[src/rtl/fpa_param_seq_if.sv]
// Operand/result handshake bundle for fpa_param_seq.
// master = operand source / result consumer side, slave = the adder itself.
interface fpa_param_seq_if #(
    parameter int EXP_W = 8,
    parameter int MAN_W = 23
);
    logic [EXP_W+MAN_W:0] a;
    logic [EXP_W+MAN_W:0] b;
    logic                 decidebit;
    logic                 in_valid;
    logic                 in_ready;
    logic                 out_valid;
    logic                 out_ready;
    logic                 signbit;
    logic [EXP_W-1:0]     finexponent;
    logic [MAN_W-1:0]     finalmanti;
    logic                 overflow;
    logic                 underflow;
    logic                 invalid;

    modport master (
        output a, b, decidebit, in_valid, out_ready,
        input  in_ready, out_valid, signbit, finexponent, finalmanti,
               overflow, underflow, invalid
    );

    modport slave (
        input  a, b, decidebit, in_valid, out_ready,
        output in_ready, out_valid, signbit, finexponent, finalmanti,
               overflow, underflow, invalid
    );
endinterface

[src/rtl/fpa_param_seq.sv]
// Multi-cycle parametrised floating-point adder/subtractor, one op in flight.
// Pipeline of FSM phases: UNPACK -> ALIGN -> ADD -> NORM -> ROUND -> DONE.
// Optional feature macro: FPA_SPECIALS_EN (Inf/NaN handling, overflow to Inf).
// Without it, all-ones exponents are finite and overflow saturates.
module fpa_param_seq #(
    parameter int EXP_W = 8,
    parameter int MAN_W = 23
) (
    input  logic             clk,
    input  logic             reset,
    fpa_param_seq_if.slave   bus
);
    localparam int W   = 1 + EXP_W + MAN_W;
    localparam int FW  = MAN_W + 4;          // hidden + fraction + guard/round/sticky
    localparam int SW  = 2 * MAN_W + 4;      // alignment window, wide enough to lose nothing below R
    localparam int XW  = EXP_W + 2;          // signed working exponent (carry + negative after lzc)
    localparam int LZW = $clog2(FW + 1);
    localparam logic [EXP_W-1:0]      EXP_ONES = '1;
    localparam logic signed [XW-1:0]  EXP_OVF  = XW'((1 << EXP_W) - 1);

    typedef enum logic [2:0] {
        S_IDLE, S_UNPACK, S_ALIGN, S_ADD, S_NORM, S_ROUND, S_DONE
    } state_t;

    state_t r_state, w_state_next;

    logic [W-1:0]            r_a, r_b;
    logic                    r_op;
    logic                    r_eff_sub, r_res_sign, r_zero_sign, r_zero;
    logic [EXP_W-1:0]        r_big_exp, r_diff;
    logic [MAN_W:0]          r_big_man, r_sml_man;
    logic [FW-1:0]           r_big_ext, r_sml_ext, r_mant;
    logic signed [XW-1:0]    r_exp;
    logic                    r_sign, r_ovf, r_unf;
    logic [EXP_W-1:0]        r_fexp;
    logic [MAN_W-1:0]        r_fman;

    // State register
    always_ff @(posedge clk) begin
        if (!reset) r_state <= S_IDLE;
        else        r_state <= w_state_next;
    end

    // Next-state: fixed walk through the phases, stall only in IDLE and DONE
    always_comb begin
        w_state_next = r_state;
        case (r_state)
            S_IDLE:   if (bus.in_valid) w_state_next = S_UNPACK;
            S_UNPACK: w_state_next = S_ALIGN;
            S_ALIGN:  w_state_next = S_ADD;
            S_ADD:    w_state_next = S_NORM;
            S_NORM:   w_state_next = S_ROUND;
            S_ROUND:  w_state_next = S_DONE;
            S_DONE:   if (bus.out_ready) w_state_next = S_IDLE;
            default:  w_state_next = S_IDLE;
        endcase
    end

    // Unpack: flush exp==0 to zero, fold decidebit into b's sign, order by magnitude
    logic             w_sa, w_sb, w_a_ge_b;
    logic [EXP_W-1:0] w_ea, w_eb;
    logic [MAN_W:0]   w_ma, w_mb;
    always_comb begin
        w_sa     = r_a[W-1];
        w_sb     = r_b[W-1] ^ r_op;
        w_ea     = r_a[W-2 -: EXP_W];
        w_eb     = r_b[W-2 -: EXP_W];
        w_ma     = (w_ea == '0) ? '0 : {1'b1, r_a[MAN_W-1:0]};
        w_mb     = (w_eb == '0) ? '0 : {1'b1, r_b[MAN_W-1:0]};
        w_a_ge_b = {w_ea, w_ma} >= {w_eb, w_mb};
    end

`ifdef FPA_SPECIALS_EN
    logic         r_spec, r_spec_inv, r_inv;
    logic [W-1:0] r_spec_res;
    logic         w_spec, w_spec_inv, w_a_inf, w_b_inf, w_any_nan;
    logic [W-1:0] w_spec_res;
    // Special operands decided up front; the regular datapath result is overridden in ROUND
    always_comb begin
        w_a_inf    = (w_ea == EXP_ONES) && (r_a[MAN_W-1:0] == '0);
        w_b_inf    = (w_eb == EXP_ONES) && (r_b[MAN_W-1:0] == '0);
        w_any_nan  = ((w_ea == EXP_ONES) && (r_a[MAN_W-1:0] != '0)) ||
                     ((w_eb == EXP_ONES) && (r_b[MAN_W-1:0] != '0));
        w_spec     = (w_ea == EXP_ONES) || (w_eb == EXP_ONES);
        w_spec_inv = 1'b0;
        w_spec_res = {1'b0, EXP_ONES, 1'b1, {(MAN_W-1){1'b0}}};
        if (!w_any_nan) begin
            if (w_a_inf && w_b_inf && (w_sa != w_sb)) w_spec_inv = 1'b1;
            else if (w_a_inf) w_spec_res = {w_sa, EXP_ONES, {MAN_W{1'b0}}};
            else              w_spec_res = {w_sb, EXP_ONES, {MAN_W{1'b0}}};
        end
    end
`endif

    // Align: smaller operand shifted right, everything below R collapsed into sticky
    logic [SW-1:0] w_win, w_shifted;
    logic [FW-1:0] w_sml_ext;
    always_comb begin
        w_win     = {r_sml_man, {(MAN_W+3){1'b0}}};
        w_shifted = w_win >> r_diff;
        if (32'(r_diff) >= 32'(MAN_W + 3))
            w_sml_ext = {{(FW-1){1'b0}}, |r_sml_man};
        else
            w_sml_ext = {w_shifted[SW-1 -: FW-1], |w_shifted[MAN_W:0]};
    end

    // Add/sub on the extended mantissas; carry-out renormalised right by one
    logic [FW:0]          w_sum;
    logic [FW-1:0]        w_add_mant;
    logic signed [XW-1:0] w_add_exp;
    always_comb begin
        w_sum = r_eff_sub ? ({1'b0, r_big_ext} - {1'b0, r_sml_ext})
                          : ({1'b0, r_big_ext} + {1'b0, r_sml_ext});
        w_add_mant = w_sum[FW] ? {w_sum[FW:2], w_sum[1] | w_sum[0]} : w_sum[FW-1:0];
        w_add_exp  = {2'b00, r_big_exp} + {{(XW-1){1'b0}}, w_sum[FW]};
    end

    // Normalise: leading-zero count, shift left keeping sticky alive in bit 0
    logic [LZW-1:0]       w_lzc;
    logic [FW-1:0]        w_norm_mant;
    logic signed [XW-1:0] w_norm_exp;
    always_comb begin
        w_lzc = '0;
        for (int i = 0; i < FW; i++)
            if (r_mant[i]) w_lzc = LZW'(FW - 1 - i);
        w_norm_mant    = r_mant << w_lzc;
        w_norm_mant[0] = w_norm_mant[0] | r_mant[0];
        w_norm_exp     = r_exp - {{(XW-LZW){1'b0}}, w_lzc};
    end

    // Round to nearest even, then classify zero / underflow / overflow
    logic [MAN_W:0]       w_rnd;
    logic                 w_up, w_res_sign, w_res_ovf, w_res_unf;
    logic signed [XW-1:0] w_rnd_exp;
    logic [EXP_W-1:0]     w_res_exp;
    logic [MAN_W-1:0]     w_res_man;
    always_comb begin
        w_up       = r_mant[2] & (r_mant[1] | r_mant[0] | r_mant[3]);
        w_rnd      = {1'b0, r_mant[FW-2:3]} + {{MAN_W{1'b0}}, w_up};
        w_rnd_exp  = r_exp + {{(XW-1){1'b0}}, w_rnd[MAN_W]};
        w_res_sign = r_res_sign;
        w_res_exp  = w_rnd_exp[EXP_W-1:0];
        w_res_man  = w_rnd[MAN_W-1:0];
        w_res_ovf  = 1'b0;
        w_res_unf  = 1'b0;
        if (r_zero) begin
            w_res_sign = r_zero_sign;
            w_res_exp  = '0;
            w_res_man  = '0;
        end else if (r_exp <= 0) begin
            w_res_exp  = '0;
            w_res_man  = '0;
            w_res_unf  = 1'b1;
        end else if (w_rnd_exp >= EXP_OVF) begin
            w_res_ovf  = 1'b1;
`ifdef FPA_SPECIALS_EN
            w_res_exp  = EXP_ONES;
            w_res_man  = '0;
`else
            w_res_exp  = EXP_ONES - 1'b1;
            w_res_man  = '1;
`endif
        end
    end

    // Datapath registers: each phase writes only the stage it owns
    always_ff @(posedge clk) begin
        if (!reset) begin
            r_a <= '0; r_b <= '0; r_op <= 1'b0;
            r_eff_sub <= 1'b0; r_res_sign <= 1'b0; r_zero_sign <= 1'b0; r_zero <= 1'b0;
            r_big_exp <= '0; r_diff <= '0; r_big_man <= '0; r_sml_man <= '0;
            r_big_ext <= '0; r_sml_ext <= '0; r_mant <= '0; r_exp <= '0;
            r_sign <= 1'b0; r_fexp <= '0; r_fman <= '0; r_ovf <= 1'b0; r_unf <= 1'b0;
`ifdef FPA_SPECIALS_EN
            r_spec <= 1'b0; r_spec_inv <= 1'b0; r_spec_res <= '0; r_inv <= 1'b0;
`endif
        end else begin
            case (r_state)
                S_IDLE: if (bus.in_valid) begin
                    r_a <= bus.a; r_b <= bus.b; r_op <= bus.decidebit;
                    r_ovf <= 1'b0; r_unf <= 1'b0;
`ifdef FPA_SPECIALS_EN
                    r_inv <= 1'b0;
`endif
                end
                S_UNPACK: begin
                    r_eff_sub   <= w_sa ^ w_sb;
                    r_res_sign  <= w_a_ge_b ? w_sa : w_sb;
                    r_zero_sign <= r_a[W-1] & r_b[W-1] & ~r_op;
                    r_big_exp   <= w_a_ge_b ? w_ea : w_eb;
                    r_diff      <= w_a_ge_b ? (w_ea - w_eb) : (w_eb - w_ea);
                    r_big_man   <= w_a_ge_b ? w_ma : w_mb;
                    r_sml_man   <= w_a_ge_b ? w_mb : w_ma;
`ifdef FPA_SPECIALS_EN
                    r_spec      <= w_spec;
                    r_spec_inv  <= w_spec_inv;
                    r_spec_res  <= w_spec_res;
`endif
                end
                S_ALIGN: begin
                    r_big_ext <= {r_big_man, 3'b000};
                    r_sml_ext <= w_sml_ext;
                end
                S_ADD: begin
                    r_mant <= w_add_mant;
                    r_exp  <= w_add_exp;
                end
                S_NORM: begin
                    r_mant <= w_norm_mant;
                    r_exp  <= w_norm_exp;
                    r_zero <= (r_mant == '0);
                end
                S_ROUND: begin
`ifdef FPA_SPECIALS_EN
                    if (r_spec) begin
                        {r_sign, r_fexp, r_fman} <= r_spec_res;
                        r_ovf <= 1'b0; r_unf <= 1'b0; r_inv <= r_spec_inv;
                    end else begin
                        r_sign <= w_res_sign; r_fexp <= w_res_exp; r_fman <= w_res_man;
                        r_ovf <= w_res_ovf; r_unf <= w_res_unf; r_inv <= 1'b0;
                    end
`else
                    r_sign <= w_res_sign; r_fexp <= w_res_exp; r_fman <= w_res_man;
                    r_ovf  <= w_res_ovf;  r_unf  <= w_res_unf;
`endif
                end
                default: ;
            endcase
        end
    end

    assign bus.in_ready    = (r_state == S_IDLE);
    assign bus.out_valid   = (r_state == S_DONE);
    assign bus.signbit     = r_sign;
    assign bus.finexponent = r_fexp;
    assign bus.finalmanti  = r_fman;
    assign bus.overflow    = r_ovf;
    assign bus.underflow   = r_unf;
`ifdef FPA_SPECIALS_EN
    assign bus.invalid     = r_inv;
`else
    assign bus.invalid     = 1'b0;
`endif
endmodule
[src/flat_wrapper.sv]
// flat-port wrapper written by rule: the top's interface ports become plain ports
module fpa_param_seq_flat 
#(
    parameter int EXP_W = 8,
    parameter int MAN_W = 23
)
  (clk, reset, bus_a, bus_b, bus_decidebit, bus_in_valid, bus_out_ready, bus_in_ready, bus_out_valid, bus_signbit, bus_finexponent, bus_finalmanti, bus_overflow, bus_underflow, bus_invalid);
  fpa_param_seq_if #(.EXP_W(EXP_W), .MAN_W(MAN_W)) bus_i ();
  input  logic clk;
  input  logic reset;
  input wire logic [$bits(bus_i.a)-1:0] bus_a;
  input wire logic [$bits(bus_i.b)-1:0] bus_b;
  input wire logic [$bits(bus_i.decidebit)-1:0] bus_decidebit;
  input wire logic [$bits(bus_i.in_valid)-1:0] bus_in_valid;
  input wire logic [$bits(bus_i.out_ready)-1:0] bus_out_ready;
  output wire logic [$bits(bus_i.in_ready)-1:0] bus_in_ready;
  output wire logic [$bits(bus_i.out_valid)-1:0] bus_out_valid;
  output wire logic [$bits(bus_i.signbit)-1:0] bus_signbit;
  output wire logic [$bits(bus_i.finexponent)-1:0] bus_finexponent;
  output wire logic [$bits(bus_i.finalmanti)-1:0] bus_finalmanti;
  output wire logic [$bits(bus_i.overflow)-1:0] bus_overflow;
  output wire logic [$bits(bus_i.underflow)-1:0] bus_underflow;
  output wire logic [$bits(bus_i.invalid)-1:0] bus_invalid;
  assign bus_i.a = bus_a;
  assign bus_i.b = bus_b;
  assign bus_i.decidebit = bus_decidebit;
  assign bus_i.in_valid = bus_in_valid;
  assign bus_i.out_ready = bus_out_ready;
  assign bus_in_ready = bus_i.in_ready;
  assign bus_out_valid = bus_i.out_valid;
  assign bus_signbit = bus_i.signbit;
  assign bus_finexponent = bus_i.finexponent;
  assign bus_finalmanti = bus_i.finalmanti;
  assign bus_overflow = bus_i.overflow;
  assign bus_underflow = bus_i.underflow;
  assign bus_invalid = bus_i.invalid;
  fpa_param_seq #(.EXP_W(EXP_W), .MAN_W(MAN_W)) u_core (.clk(clk), .reset(reset), .bus(bus_i));
endmodule
[config.mk]
export PLATFORM = sky130hd
export DESIGN_NAME = fpa_param_seq_flat
export DESIGN_NICKNAME = d
export VERILOG_FILES = /design/src/rtl/fpa_param_seq_if.sv /design/src/rtl/fpa_param_seq.sv /design/src/flat_wrapper.sv
export SDC_FILE = /design/constraint.sdc
export NUM_CORES = 1
export LEC_CHECK = 0
export ABC_AREA = 1
export ABC_CLOCK_PERIOD_IN_PS = 5800
export CAP_MARGIN = 20
export CORE_ASPECT_RATIO = 0.5
export CORE_MARGIN = 5
export CORE_UTILIZATION = 30
export DETAILED_ROUTE_END_ITERATION = 10
export GPL_ROUTABILITY_DRIVEN = 0
export PLACE_DENSITY = 0.52
export SLEW_MARGIN = 30
export SYNTH_ARGS = -nofsm -noshare
export SYNTH_HDL_FRONTEND = slang
export SYNTH_SLANG_ARGS = --single-unit
export TNS_END_PERCENT = 20
[constraint.sdc]
create_clock -name clk -period 5.8 [get_ports clk]
set_input_delay 1.16 -clock clk [delete_from_list [all_inputs] [get_ports clk]]
set_output_delay 1.16 -clock clk [all_outputs]
set_load 0.03 [all_outputs]
After elaboration in Yosys (flattened, before gate mapping)
Index checks and enable logic that the tools add are counted.
{ "word_totals": {"reg_bits": 258, "input_bits": 69, "output_inout_bits": 37, "word_cells": 121} }
{ "op_classes": {"add_sub_neg": 8, "n_lt_le_gt_ge": 4, "eq_ne": 8, "n_shift": 2, "mux": 57, "bitwise_logic": 10, "n_reduce_logical": 11} }
{ "ops": {"columns": ["cell", "count"], "rows": [
  ["$mux W5", 27],
  ["$mux W24", 4],
  ["$mux W23", 3],
  ["$mux W27", 2],
  ["$pmux W27 S2", 1],
  ["$shr A50 B8 Y50", 1],
  ["$reduce_or A24 Y1", 2],
  ["$mux W8", 5],
  ["$ge A32 B32 Y1", 1],
  ["$add A27 B27 Y28", 1],
  ["$mux W28", 1],
  ["$sub A27 B27 Y28", 1],
  ["$logic_not A27 Y1", 1],
  ["$shl A27 B5 Y27", 1],
  ["$add A23 B1 Y24", 1],
  ["$pmux W3 S7", 1],
  ["$pmux W10 S2", 1],
  ["$logic_not A8 Y1", 2],
  ["$sub A8 B8 Y8", 2],
  ["$add A10 B1 Y10", 1],
  ["$ge A10 B9 Y1 const B", 1],
  ["$le A10 B1 Y1 const B", 1],
  ["$sub A10 B5 Y10", 1],
  ["$add A8 B1 Y9", 1],
  ["15 further kinds", 37]
]} }

Longest topological paths before layout
{ "depth": {"word_depth": 30, "depth_mapped": 38, "mapped_depth_nobuf": 37} }

Worst setup path before layout
Ideal clock, no wire load.
{ "synth_path": {"path_type": "reg-to-reg", "start": "reg u_core.r_big_ext[3]", "end": "reg u_core.r_exp[6]", "setup_ns": 0.139, "arrival_ns": 3.595, "required_ns": 5.661, "setup_slack_ns": 2.066, "path_stages_with_launch": 31, "synth_period_minus_slack_ns": 3.734, "path_cell_list": "dfxtp_1 > ha_1 > inv_1 > fa_1 > inv_1 > nand3_1 > nand2_1 > a21oi_1 > o21ai_0 > a21oi_1 > inv_1 > a21oi_1 > o21ai_0 > nand3_1 > nand2_1 > o21ai_0 > nand2_1 > buf_2 > buf_2 > ha_1 > ha_1 > nand2_1 > nor2_1 > inv_1 > nor2_1 > inv_1 > nor2_1 > and2_1 > nor2_1 > o21ai_0 > a221oi_1"} }
{ "synth_via": {"elab_chain_cells": 4, "word_cells_on_any_way": 5, "cone_classes": "3 x add/sub; 2 x mux"} }
{ "synth_rtl": {"columns": ["item", "line", "rtl"], "rows": [
  ["from (decl)", "fpa_param_seq.sv:32", "logic [FW-1:0] r_big_ext, r_sml_ext, r_mant;"],
  ["from (signal assigned)", "fpa_param_seq.sv:201", "r_big_ext <= {r_big_man, 3'b000};"],
  ["$add A27 B27 Y28 / $sub A27 B27 Y28 (equally long branches)", "fpa_param_seq.sv:113, fpa_param_seq.sv:112", null],
  ["$mux W28 *", "fpa_param_seq.sv:112", "w_sum = r_eff_sub ? ({1'b0, r_big_ext} - {1'b0, r_sml_ext})"],
  ["$add A8 B1 Y9 *", "fpa_param_seq.sv:115", "w_add_exp = {2'b00, r_big_exp} + {{(XW-1){1'b0}}, w_sum[FW]};"],
  ["$pmux W10 S2 *", "fpa_param_seq.sv:178", "case (r_state)"],
  ["to (signal assigned)", "fpa_param_seq.sv:206", "r_exp <= w_add_exp;"],
  ["to (signal assigned)", "fpa_param_seq.sv:210", "r_exp <= w_norm_exp;"],
  ["to (decl)", "fpa_param_seq.sv:33", "logic signed [XW-1:0] r_exp;"]
]} }
Every way passes the cells marked *; elsewhere a longest branch is shown, timed or not.
A chain may end at the register's enable or synchronous reset.

Worst setup path in the final report
{ "layout_path": {"start": "reg u_core.r_mant[5]", "end": "reg u_core.r_fman[12] (netlist: u_core.bus.finalmanti[12])"} }
{ "layout_via": {"elab_chain_cells": 6} }
{ "layout_rtl": {"columns": ["item", "line", "rtl"], "rows": [
  ["from (decl)", "fpa_param_seq.sv:32", null],
  ["from (signal assigned)", "fpa_param_seq.sv:205", "r_mant <= w_add_mant;"],
  ["from (signal assigned)", "fpa_param_seq.sv:209", "r_mant <= w_norm_mant;"],
  ["$add A23 B1 Y24 *", "fpa_param_seq.sv:139", "w_rnd = {1'b0, r_mant[FW-2:3]} + {{MAN_W{1'b0}}, w_up};"],
  ["$add A10 B1 Y10", "fpa_param_seq.sv:140", "w_rnd_exp = r_exp + {{(XW-1){1'b0}}, w_rnd[MAN_W]};"],
  ["$ge A10 B9 Y1", "fpa_param_seq.sv:154", "end else if (w_rnd_exp >= EXP_OVF) begin"],
  ["$mux W23 *", "fpa_param_seq.sv:154", null],
  ["$mux W23 *", "fpa_param_seq.sv:150", "end else if (r_exp <= 0) begin"],
  ["$mux W23 *", "fpa_param_seq.sv:146", "if (r_zero) begin"],
  ["to (signal assigned)", "fpa_param_seq.sv:223", "r_sign <= w_res_sign; r_fexp <= w_res_exp; r_fman <= w_res_man;"],
  ["to (decl)", "fpa_param_seq.sv:36", "logic [MAN_W-1:0] r_fman;"]
]} }
Marks and branches as above.

==> summary.txt <==
Status
  – Status: completed

STA
  – Fmax: 204 MHz
  – Final setup violation count: 0
  – Max-slew headroom: 0.341
  – Final Cycle Share: 0.845
  – RSZ-0062 raised after global routing: no
  – Tmin final: 4.90 ns
  – Final Hold Viols: 0
  – TNS Setup: 0 ns
  – Pin slew with the least headroom to its limit: 0.989 ns
  – Setup Skew: 0.0230 ns
  – Pins Over Slew Limit: 0

CTS
  – Post-CTS Setup Bufs: 0
  – Clock latency on the worst-skew pair: 0.58 ns
  – CTS tree: done
  – Cts bufs inserted: 27
  – CTS max path bufs: 3
  – CTS-repair resized insts: 0
  – Clock root buffer: clkbuf_16
  – Hold bufs inserted after CTS: 0
  – Reg clk slew, reported paths: 0.07 ns
  – H-tree depth: 1
  – Clk sinks: 258

Global routing
  – Initial antenna violation count: 0
  – GRT Util Overall: 0.176
  – First-pass GRT wire length: 94100 um
  – Largest net degree at the start of global routing: 109
  – Grt ovf: 0
  – Vias in the first global route: 17000

Synth
  – Synth Area in Adders: 0.0739
  – Area contributors post-synth: dfxtp_1 29%, nand2_1 12%, o21ai_0 7.1%
  – Warnings from Yosys: 0
  – Syn Inst Count: 2765
  – Post-synth top cells: 556 x nand2_1, 310 x inv_1, 258 x dfxtp_1, 255 x o21ai_0, 248 x nand3_1
  – Ys async rst share: 0
  – Top_reg_cell synth: dfxtp_1
  – Most frequent cell after synthesis: nand2_1
  – Fraction of synthesized area in multiplexers: 0.00336
  – Simple-gate share of the synthesized area: 0.267
  – Mapped Area: 17900 um2
  – Post-synthesis compound-gate area fraction: 0.233
  – Seq/Total Area, Yosys: 0.289
  – Synth area leader: dfxtp_1
  – Synth unique cells: 57
  – Mapped Nets: 2937
  – Synth Area in XOR/XNOR: 0.0250
  – Top cell type's share of synthesized area: 0.289
  – Yosys reg bits: 258
  – Largest family of logic cells by synthesized area: simple AND/OR/NAND/NOR gates
  – Number of synthesized flops with an enable pin: 0
  – Syn avg cell area: 6.46 um2

Setup path
  – Worst r2r dst: u_core.bus.finalmanti[12]
  – CP delay by family, top: simple AND/OR/NAND/NOR gates
  – Arr. time, crit path: 5.36 ns
  – Worst endpoint required time: 6.26 ns
  – Path type of the worst setup path: register to register
  – CP max stage delay: 0.54 ns
  – CP Launch Type: register
  – R2r startpoint: u_core.r_mant[5]
  – R2R Setup Slk: 0.90 ns
  – Crit path depth: 27
  – Critical Path Sink Type: register
  – Worst r2r path cells: 27
  – Slowest cell on the critical path: inv_1
  – Most Frequent Cell on Critical Path: inv_1
  – WP buf/inv: 7
  – Max FO, Critical Path: 22

Finish
  – ANT cells: 0
  – Area grow syn2layout: 14.2%
  – Final Non-Filler Cells: 3555
  – Nets: 2926
  – Layout cells sized above 1: 0.0389

Floorplan
  – Core area: 59000 um2
  – Die width: 355 um
  – Die height: 183 um
  – Initial core utilization: 0.302
  – Row count: 63
  – Die area: 64800 um2
  – Top-level I/O count: 106

Routing
  – Antenna viol nets, final: 0
  – DRC: 0
  – Avg WL per Cell: 16.9 um
  – DR iter-0 viols: 1439
  – Vias per cell: 5.15
  – Via count: 18300
  – Initial DRT Pass Iterations: 6
  – WL final: 60000 um

Pwr
  – Pint: 4.14 mW
  – Combinational power share: 0.454
  – Clock power frac: 0.260
  – Leakage: 8.81 nW
  – Sw power: 3.32 mW
  – Power density cells: 366 nW/um2
  – Worst vdd ir: 0.253 mV
  – Sequential Power Share: 0.287
  – Switching part of the total power: 0.445

Min path
  – HP Start: u_core.bus.finexponent[0]
  – Hold Crit Class: register to register
  – Hold Path Sink: u_core.bus.finexponent[0]
  – Hold Crit Depth: 2

Placement
  – # placed instances: 3505
  – Dpl hpwl: 45100 um
  – PortBufs: 104

Job
  – Max cap viols: 0
## how the worst max path moves through the flow
stage / start / to / slack [ns]
after floorplan: u_core.r_big_ext[3] / u_core.r_exp[6] / 2.07
after global placement: u_core.r_a[27] / u_core.r_big_man[13] / 0.94
after detailed placement: u_core.r_a[24] / u_core.r_big_man[7] / 0.87
after CTS: u_core.r_a[24] / u_core.r_big_man[7] / 0.86
after global routing: u_core.r_mant[5] / u_core.bus.finalmanti[12] / 0.18
final: u_core.r_mant[5] / u_core.bus.finalmanti[12] / 0.90
## flip-flops by register name (all words and copies together), names as in the netlist, 3 cells and up
register	cells
u_core.r_sml_ext	27
u_core.r_a	32
u_core.r_b	32
u_core.r_sml_man	24
u_core.r_diff	8
u_core.r_mant	27
u_core.bus.finalmanti	23
u_core.r_exp	10
u_core.r_big_man	24
u_core.r_big_exp	8
u_core.r_big_ext	24
u_core.bus.finexponent	8
u_core.r_state	3
## tightest hold or removal path: stages, from the launching register on
cell	delay (ns)
dfxtp_1	0.31
nand2_1	0.06
a21oi_1	0.05
## power by group through the flow
stage | Clock [mW] | Sequential, mW | Combinational (mW)
2_1_floorplan | 0 | 2.08 | 2.55
3_3_place_gp | 0 | 2.18 | 3.33
3_5_place_dp | 0 | 2.18 | 3.33
4_1_cts | 1.98 | 2.14 | 3.35
5_1_grt | 2.06 | 2.16 | 3.79
6_report | 1.94 | 2.14 | 3.39
## layout by cell type (no fill, tap or decap), types with 49 or more instances in the layout
cell type / count
ha_1: 99
o221ai_1: 54
nor3_1: 49
inv_1: 309
nand3_1: 247
dfxtp_1: 258
nor2_1: 224
clkdlybuf4s50_1: 103
a21oi_1: 243
o21ai_0: 255
nand2_1: 555
## cells by family (layout without fill, tap and decap cells)
| group | count (synthesis) | count (layout) |
|---|---|---|
| and+or+nand+nor | 1131 | 1131 |
| AOI/OAI and AO/OA | 721 | 721 |
| buffers and inverters | 494 | 504 |
| DFF | 258 | 258 |
| adders and majority gates | 103 | 103 |
| xor gates and xnor gates | 51 | 51 |
| muxes | 6 | 6 |
| other | 1 | 1 |
## through the flow
step	power, mW	hold WS (ns)	utilization	cell area, um2	setup slack, ns
floorplan	4.63	0.441	-	17900	2.07
global placement	5.51	0.455	0.329	19400	0.936
detailed placement	5.51	0.458	0.329	19400	0.872
CTS	7.47	0.468	0.345	20400	0.859
global route	8.01	0.485	0.346	20400	0.177
finish	7.46	0.468	0.346	20400	0.899
## per-layer routing
metal	track usage	wire length (um)
met4	0.0348	1170
met2	0.292	27500
met3	0.0199	2400
met5	0	0
met1	0.249	29000
## final cells by class
class / instances / area [um2]
multi-input cells: 2013 / 10800
clock inverters: 12 / 188
fillers: 6477 / 38600
flip-flops and latches: 258 / 5160
well taps: 780 / 976
inverters: 324 / 1220
clock buffers: 38 / 797
repair buffers: 130 / 1230
Note: power is estimated with default switching activity, not from simulation.
==> RTL edit 1: new RTL, config.mk and constraints unchanged <==
Reset style: asynchronous (`reset`), changed in 2 clocked blocks.
--- a/src/rtl/fpa_param_seq.sv
+++ b/src/rtl/fpa_param_seq.sv
@@ -36,7 +36,7 @@
     logic [MAN_W-1:0]        r_fman;
 
     // State register
-    always_ff @(posedge clk) begin
+    always_ff @(posedge clk or negedge reset) begin
         if (!reset) r_state <= S_IDLE;
         else        r_state <= w_state_next;
     end
@@ -164,7 +164,7 @@
     end
 
     // Datapath registers: each phase writes only the stage it owns
-    always_ff @(posedge clk) begin
+    always_ff @(posedge clk or negedge reset) begin
         if (!reset) begin
             r_a <= '0; r_b <= '0; r_op <= 1'b0;
             r_eff_sub <= 1'b0; r_res_sign <= 1'b0; r_zero_sign <= 1'b0; r_zero <= 1'b0;
Function: differs if reset is asserted again (counterexample within 4 cycles, from zero or initial values and one cycle with reset low); with reset held inactive, the same outputs for 4 cycles.
==> RTL edit 1 against the original RTL <==
- synthesized area increased by 2.7%
- wire length decreased by 4.9%
- sequential cell count unchanged
- final area increased by 3.4%
- clock skew increased by 0.012 ns
- critical endpoint is now u_core.bus.finalmanti[15]
- setup slack got worse by 0.37 ns
- first-iteration DRC count increased by 2.1%
- critical path type unchanged
Power is not compared: it rests on default switching activity, and its combinational part moved more than twofold at a synthesized area within 25%.
==> RTL edit 1: results (changes against the original RTL) <==
Status
  • Status: finished clean

Detailed routing
  • DR iter-0 viols: 1,469 (+2.1%)
  • Routed Antenna Nets: 0 (unchanged)
  • Vias per cell: 5.05 (-2.0%)
  • TritonRoute pass-1 iters: 7 (+1)
  • Routed WL: 57.1 mm (-4.9%)

Final layout
  • Share of cells above drive strength 1: 0.0595 (+0.0206)
  • Final std cells w/o fill: 3,414 (-4.0%)
  • Nets@finish: 2,741 (-6.3%)
  • # diodes: 0 (unchanged)
  • Fillers: 6,438 (-0.60%)
  • Storage element area: 6460 sq um (+25%)

Timing
  • Worst-Margin Slew: 0.919 ns (-0.0693 ns)
  • Clk_skew: 0.0346 ns (+0.0116 ns)
  • Fin crit period: 5.28 ns (+0.375 ns)

Yosys
  • Syn nets: 2,720 (-7.4%)
  • Top cells by count, synth: nand2_1 (584), inv_1 (274), dfrtp_1 (258), o21ai_0 (255), nand3_1 (213)
  • Async S/R FF share, synth: 1.00 (+1.00)
  • Yosys cell types: 62 (+8.8%)
  • Top cells by area, synth: dfrtp_1 (35%), nand2_1 (12%), o21ai_0 (7.0%)
  • Synthesized instance count: 2,548 (-7.8%)
  • Seq/Total Area, Yosys: 0.352 (+0.0628)

Global routing
  • Largest net degree at the start of global routing: 108 (-0.92%)
  • Initial antenna violation count: 1 (+1)
  • Number of global-route vias before repair: 16,536 (-2.9%)
  • First-pass GRT wire length: 91.7 mm (-2.6%)
  • GRT Util Overall: 0.168 (-0.00841)

Setup path
  • Worst-case reg-to-reg path depth: 21 (-22%)
  • R2R Path Start: u_core.r_mant[7]
  • CP arrival: 5.70 ns (+0.34 ns)
  • Crit-path max FO: 16 (-27%)
  • Worst Setup EP: u_core.bus.finalmanti[15]
  • Flop-to-flop setup slack: 0.52 ns (-0.37 ns)

Clocking
  • Post-CTS Resized: 0 (unchanged)
  • Clock transition at path regs: 0.07 ns (about the same)
  • Clk_lat worst skew: 0.59 ns
  • CTS buffer count: 28 (+3.7%)
  • Htree depth: 1 (unchanged)
  • CTS Root Cell: clkbuf_16
  • # Post-CTS Setup Buffers: 0 (unchanged)

Place
  • DP HPWL: 43.2 mm (-4.1%)
  • Worst slack at placement: 0.678 ns (-0.194 ns)
  • IO buf count: 104 (unchanged)
  • Total placed cells including tap cells: 3,363 (-4.1%)
  • Dpl cell area: 20,100 sq um (+3.6%)

Power
  • Leak: 9.99 nW
  • VDD IR max: approximately 0.00027 V
  • Comb pwr share: 0.632

Min path
  • Worst Hold Class: input port to async pin
RTL edit 1: kinds of logic (layout without fill, tap and decap cells):
| group | count (synthesis) | in the layout | share of synthesized area |
|---|---|---|---|
| buffers and inverters | 429 | 470 | 0.0899 |
| multiplexers | 61 | 61 | 0.0366 |
| flip-flops | 258 | 258 | 0.352 |
| AO/OA/AOI/OAI | 597 | 597 | 0.183 |
| other | 1 | 1 | 0.000204 |
| AND/OR/NAND/NOR | 1050 | 1050 | 0.243 |
| adder cells (fa/ha/maj) | 103 | 103 | 0.0719 |
| XOR/XNOR | 49 | 49 | 0.0234 |
RTL edit 1: per-layer routing:
layer,up-vias,wire length [um],GRT usage
li1,8614,-,-
met1,8105,28500,0.249
met2,422,24100,0.256
met3,104,2810,0.0258
met4,0,1640,0.0448
met5,-,0,0
RTL edit 1: worst max-delay path, stage by stage (launching register included):
cell and delay [ns]:
dfrtp_1 0.45, inv_2 0.09, nor4_1 0.37, nand2_1 0.08, nor2_1 0.22, nand4_1 0.18, nor3_1 0.37, nand4_1 0.25
nor3_2 0.25, nand4_1 0.21, nor4_1 0.51, ha_1 0.33, ha_1 0.22, nand4_1 0.17, nor3_1 0.22, xor2_1 0.19
nand2_1 0.07, nand2_1 0.07, inv_1 0.04, nand2_1 0.39, buf_4 0.32, o211ai_1 0.12
RTL edit 1: cell type report:
cell class              count  share of cell area
well taps                 825              0.0489
flip-flops and latches    258               0.306
clock inverters            13             0.00925
repair buffers            132              0.0611
inverters                 288              0.0513
clock buffers              37              0.0367
multi-input cells        1861               0.487
RTL edit 1: metrics by stage:
stage | total power, mW | hold WS, ns
after floorplan | 9.95 | 0.449
after global placement | 12.5 | 0.465
after detailed placement | 12.6 | 0.470
after CTS | 14.6 | 0.485
after global routing | 16.0 | 0.428
final | 14.6 | 0.436
==> RTL edit 2: new RTL, config.mk and constraints unchanged <==
Without the edit above. `MAN_W` is set to 23 in 3 places; all go to 27.
--- a/src/rtl/fpa_param_seq_if.sv
+++ b/src/rtl/fpa_param_seq_if.sv
@@ -2,7 +2,7 @@
 // master = operand source / result consumer side, slave = the adder itself.
 interface fpa_param_seq_if #(
     parameter int EXP_W = 8,
-    parameter int MAN_W = 23
+    parameter int MAN_W = 27
 );
     logic [EXP_W+MAN_W:0] a;
     logic [EXP_W+MAN_W:0] b;
--- a/src/rtl/fpa_param_seq.sv
+++ b/src/rtl/fpa_param_seq.sv
@@ -4,7 +4,7 @@
 // Without it, all-ones exponents are finite and overflow saturates.
 module fpa_param_seq #(
     parameter int EXP_W = 8,
-    parameter int MAN_W = 23
+    parameter int MAN_W = 27
 ) (
     input  logic             clk,
     input  logic             reset,
--- a/src/flat_wrapper.sv
+++ b/src/flat_wrapper.sv
@@ -2,7 +2,7 @@
 module fpa_param_seq_flat 
 #(
     parameter int EXP_W = 8,
-    parameter int MAN_W = 23
+    parameter int MAN_W = 27
 )
   (clk, reset, bus_a, bus_b, bus_decidebit, bus_in_valid, bus_out_ready, bus_in_ready, bus_out_valid, bus_signbit, bus_finexponent, bus_finalmanti, bus_overflow, bus_underflow, bus_invalid);
   fpa_param_seq_if #(.EXP_W(EXP_W), .MAN_W(MAN_W)) bus_i ();
Ports: changed (resized bus_a, bus_b and bus_finalmanti); port bits go from 106 to 118. The function was not compared with the original's and may differ.
==> RTL edit 2 against the original RTL <==
- setup slack got worse by 0.32 ns
- sequential cell count increased by 32
- first-iteration DRC count increased by 45%
- synthesized area increased by 14%
- via count increased by 16%
- critical endpoint is now u_core.bus.overflow
- non-clock buffer count increased by 24
- die area increased by 13%
- power increased by 19%
- count of clock-buffer cells in the layout decreased by 5
- wire length increased by 22%
- sequential share of layout area decreased by 0.24 points
- sequential power increased by 13%
- largest power group unchanged
- final area increased by 14%
- final cell count increased by 15%
==> RTL edit 2: results (changes against the original RTL) <==
Yosys
  • Syn nets: 3,367 (+15%)
  • Seq/Total Area, Yosys: 0.286 (-0.00326)
  • Post-Synth XOR/XNOR Area: 0.0255 (+0.000440)
  • Fraction of synthesized area in multiplexers: 0.0128 (+0.00946)
  • Top cells by count, synth: nand2_1 (634), a21oi_1 (375), nand3_1 (329), inv_1 (309), o21ai_0 (305)
  • Adder-Cell Fraction of Synth Area: 0.0724 (-0.00149)
  • Yosys cell types: 54 (-5.3%)
  • Top cells by area, synth: dfxtp_1 (29%), nand2_1 (12%), a21oi_1 (9.2%)

Global routing
  • GRT Util Overall: 0.192 (+0.0154)
  • First-pass GRT wire length: 114 mm (+21%)
  • Number of global-route vias before repair: 19,845 (+17%)
  • Largest net degree at the start of global routing: 113 (+3.7%)

Power
  • Clock Power: 2.22 mW (+14%)
  • VDD IR max: 0.000248 V (-1.8%)
  • Comb pwr share: 0.479 (+0.025)
  • Leak: 9.96 nW (+13%)
  • Pint: 4.72 mW (+14%)
  • Sw Pwr: 4.19 mW (+26%)

Place
  • Dpl cell area: 22,000 sq um (+13%)
  • Total placed cells including tap cells: 4,016 (+15%)

Final layout
  • Share of cells above drive strength 1: 0.0412 (+0.00229)
  • Largest regs: u_core.r_a x36, u_core.r_b x36
  • Final std cells w/o fill: 4,076 (+15%)

Setup path
  • CP max stage delay: 0.52 ns (-0.02 ns)
  • Critical-path top delay cell: or4_1
  • Crit-path max FO: 12 (-45%)
  • Worst-case reg-to-reg path depth: 28 (+3.7%)
  • CP arrival: 5.75 ns (+0.39 ns)
  • R2R Path Start: u_core.r_mant[2]

Status
  • Status: finished clean

Detailed routing
  • TritonRoute pass-1 iters: 8 (+2)
  • Per-cell routed wire length: 17.9 um (+6.1%)
  • Vias per cell: 5.23 (+1.6%)
  • DR iter-0 viols: 2,083 (+45%)

Clocking
  • Clk_lat worst skew: 0.63 ns (+0.05 ns)
  • CTS buffer count: 31 (+15%)

Timing
  • Clk_skew: 0.0261 ns (+0.00309 ns)
  • Final worst slack: 0.584 ns (-0.315 ns)
  • Slew HR: 0.344 (+0.00299)

Min path
  • Worst Hold Class: flip-flop to flip-flop
  • Hold Crit Endpoint: u_core.r_a[17]
[RTL edit 2: changes by cell type in the layout (fill, tap and decap cells not counted), moves of 20 or more]
cell / unedited run / this run
nand3_1: 247 / 328
nand4_1: 13 / 45
a221oi_1: 7 / 28
nor2_1: 224 / 252
dfxtp_1: 258 / 286
nor3_1: 49 / 24
a21oi_1: 243 / 375
o21ai_0: 255 / 305
mux2i_1: 6 / 26
nand2_1: 555 / 633
o221ai_1: 54 / 4
o211ai_1: 44 / 20
[RTL edit 2: repair_timing]
action                                  4_1_cts  5_1_grt
hold buffers                                  0        0
endpoints found under the setup margin        0       33
buffers inserted                              0        2
gates resized for setup                       0        8
[RTL edit 2: tightest hold or removal path, delay by kind of cell (launching register included)]
kind / cells / cell delay, ns
DFF: 1 / 0.30
AOI/OAI and AO/OA: 1 / 0.05
buffers and inverters: 1 / 0.06
[RTL edit 2: kinds of logic (layout without fill, tap and decap cells)]
family          count (synthesis)  count (layout)
mux                            26              26
buf+inv                       531             535
fa+ha+maj                     115             115
simple gates                 1326            1326
xor+xnor                       59              59
flops                         290             290
compound gates                827             827
other cells                     1               1
[RTL edit 2: per-layer routing]
layer / vias to the layer above / GRT usage / wire length [um]
met5: - / 0 / 0
met4: 0 / 0.0535 / 2280
met3: 117 / 0.0255 / 3830
met2: 656 / 0.301 / 31800
met1: 9914 / 0.275 / 35100
li1: 10649 / - / -
[RTL edit 2: area by class of cell]
class / instances / area, sq um
inverter: 323 / 1220
clock buffer: 33 / 793
clock inverter: 25 / 318
timing repair buffer: 154 / 1450
multi-input combinational: 2354 / 12500
sequential: 290 / 5810
fill: 7335 / 43800
tap: 897 / 1120
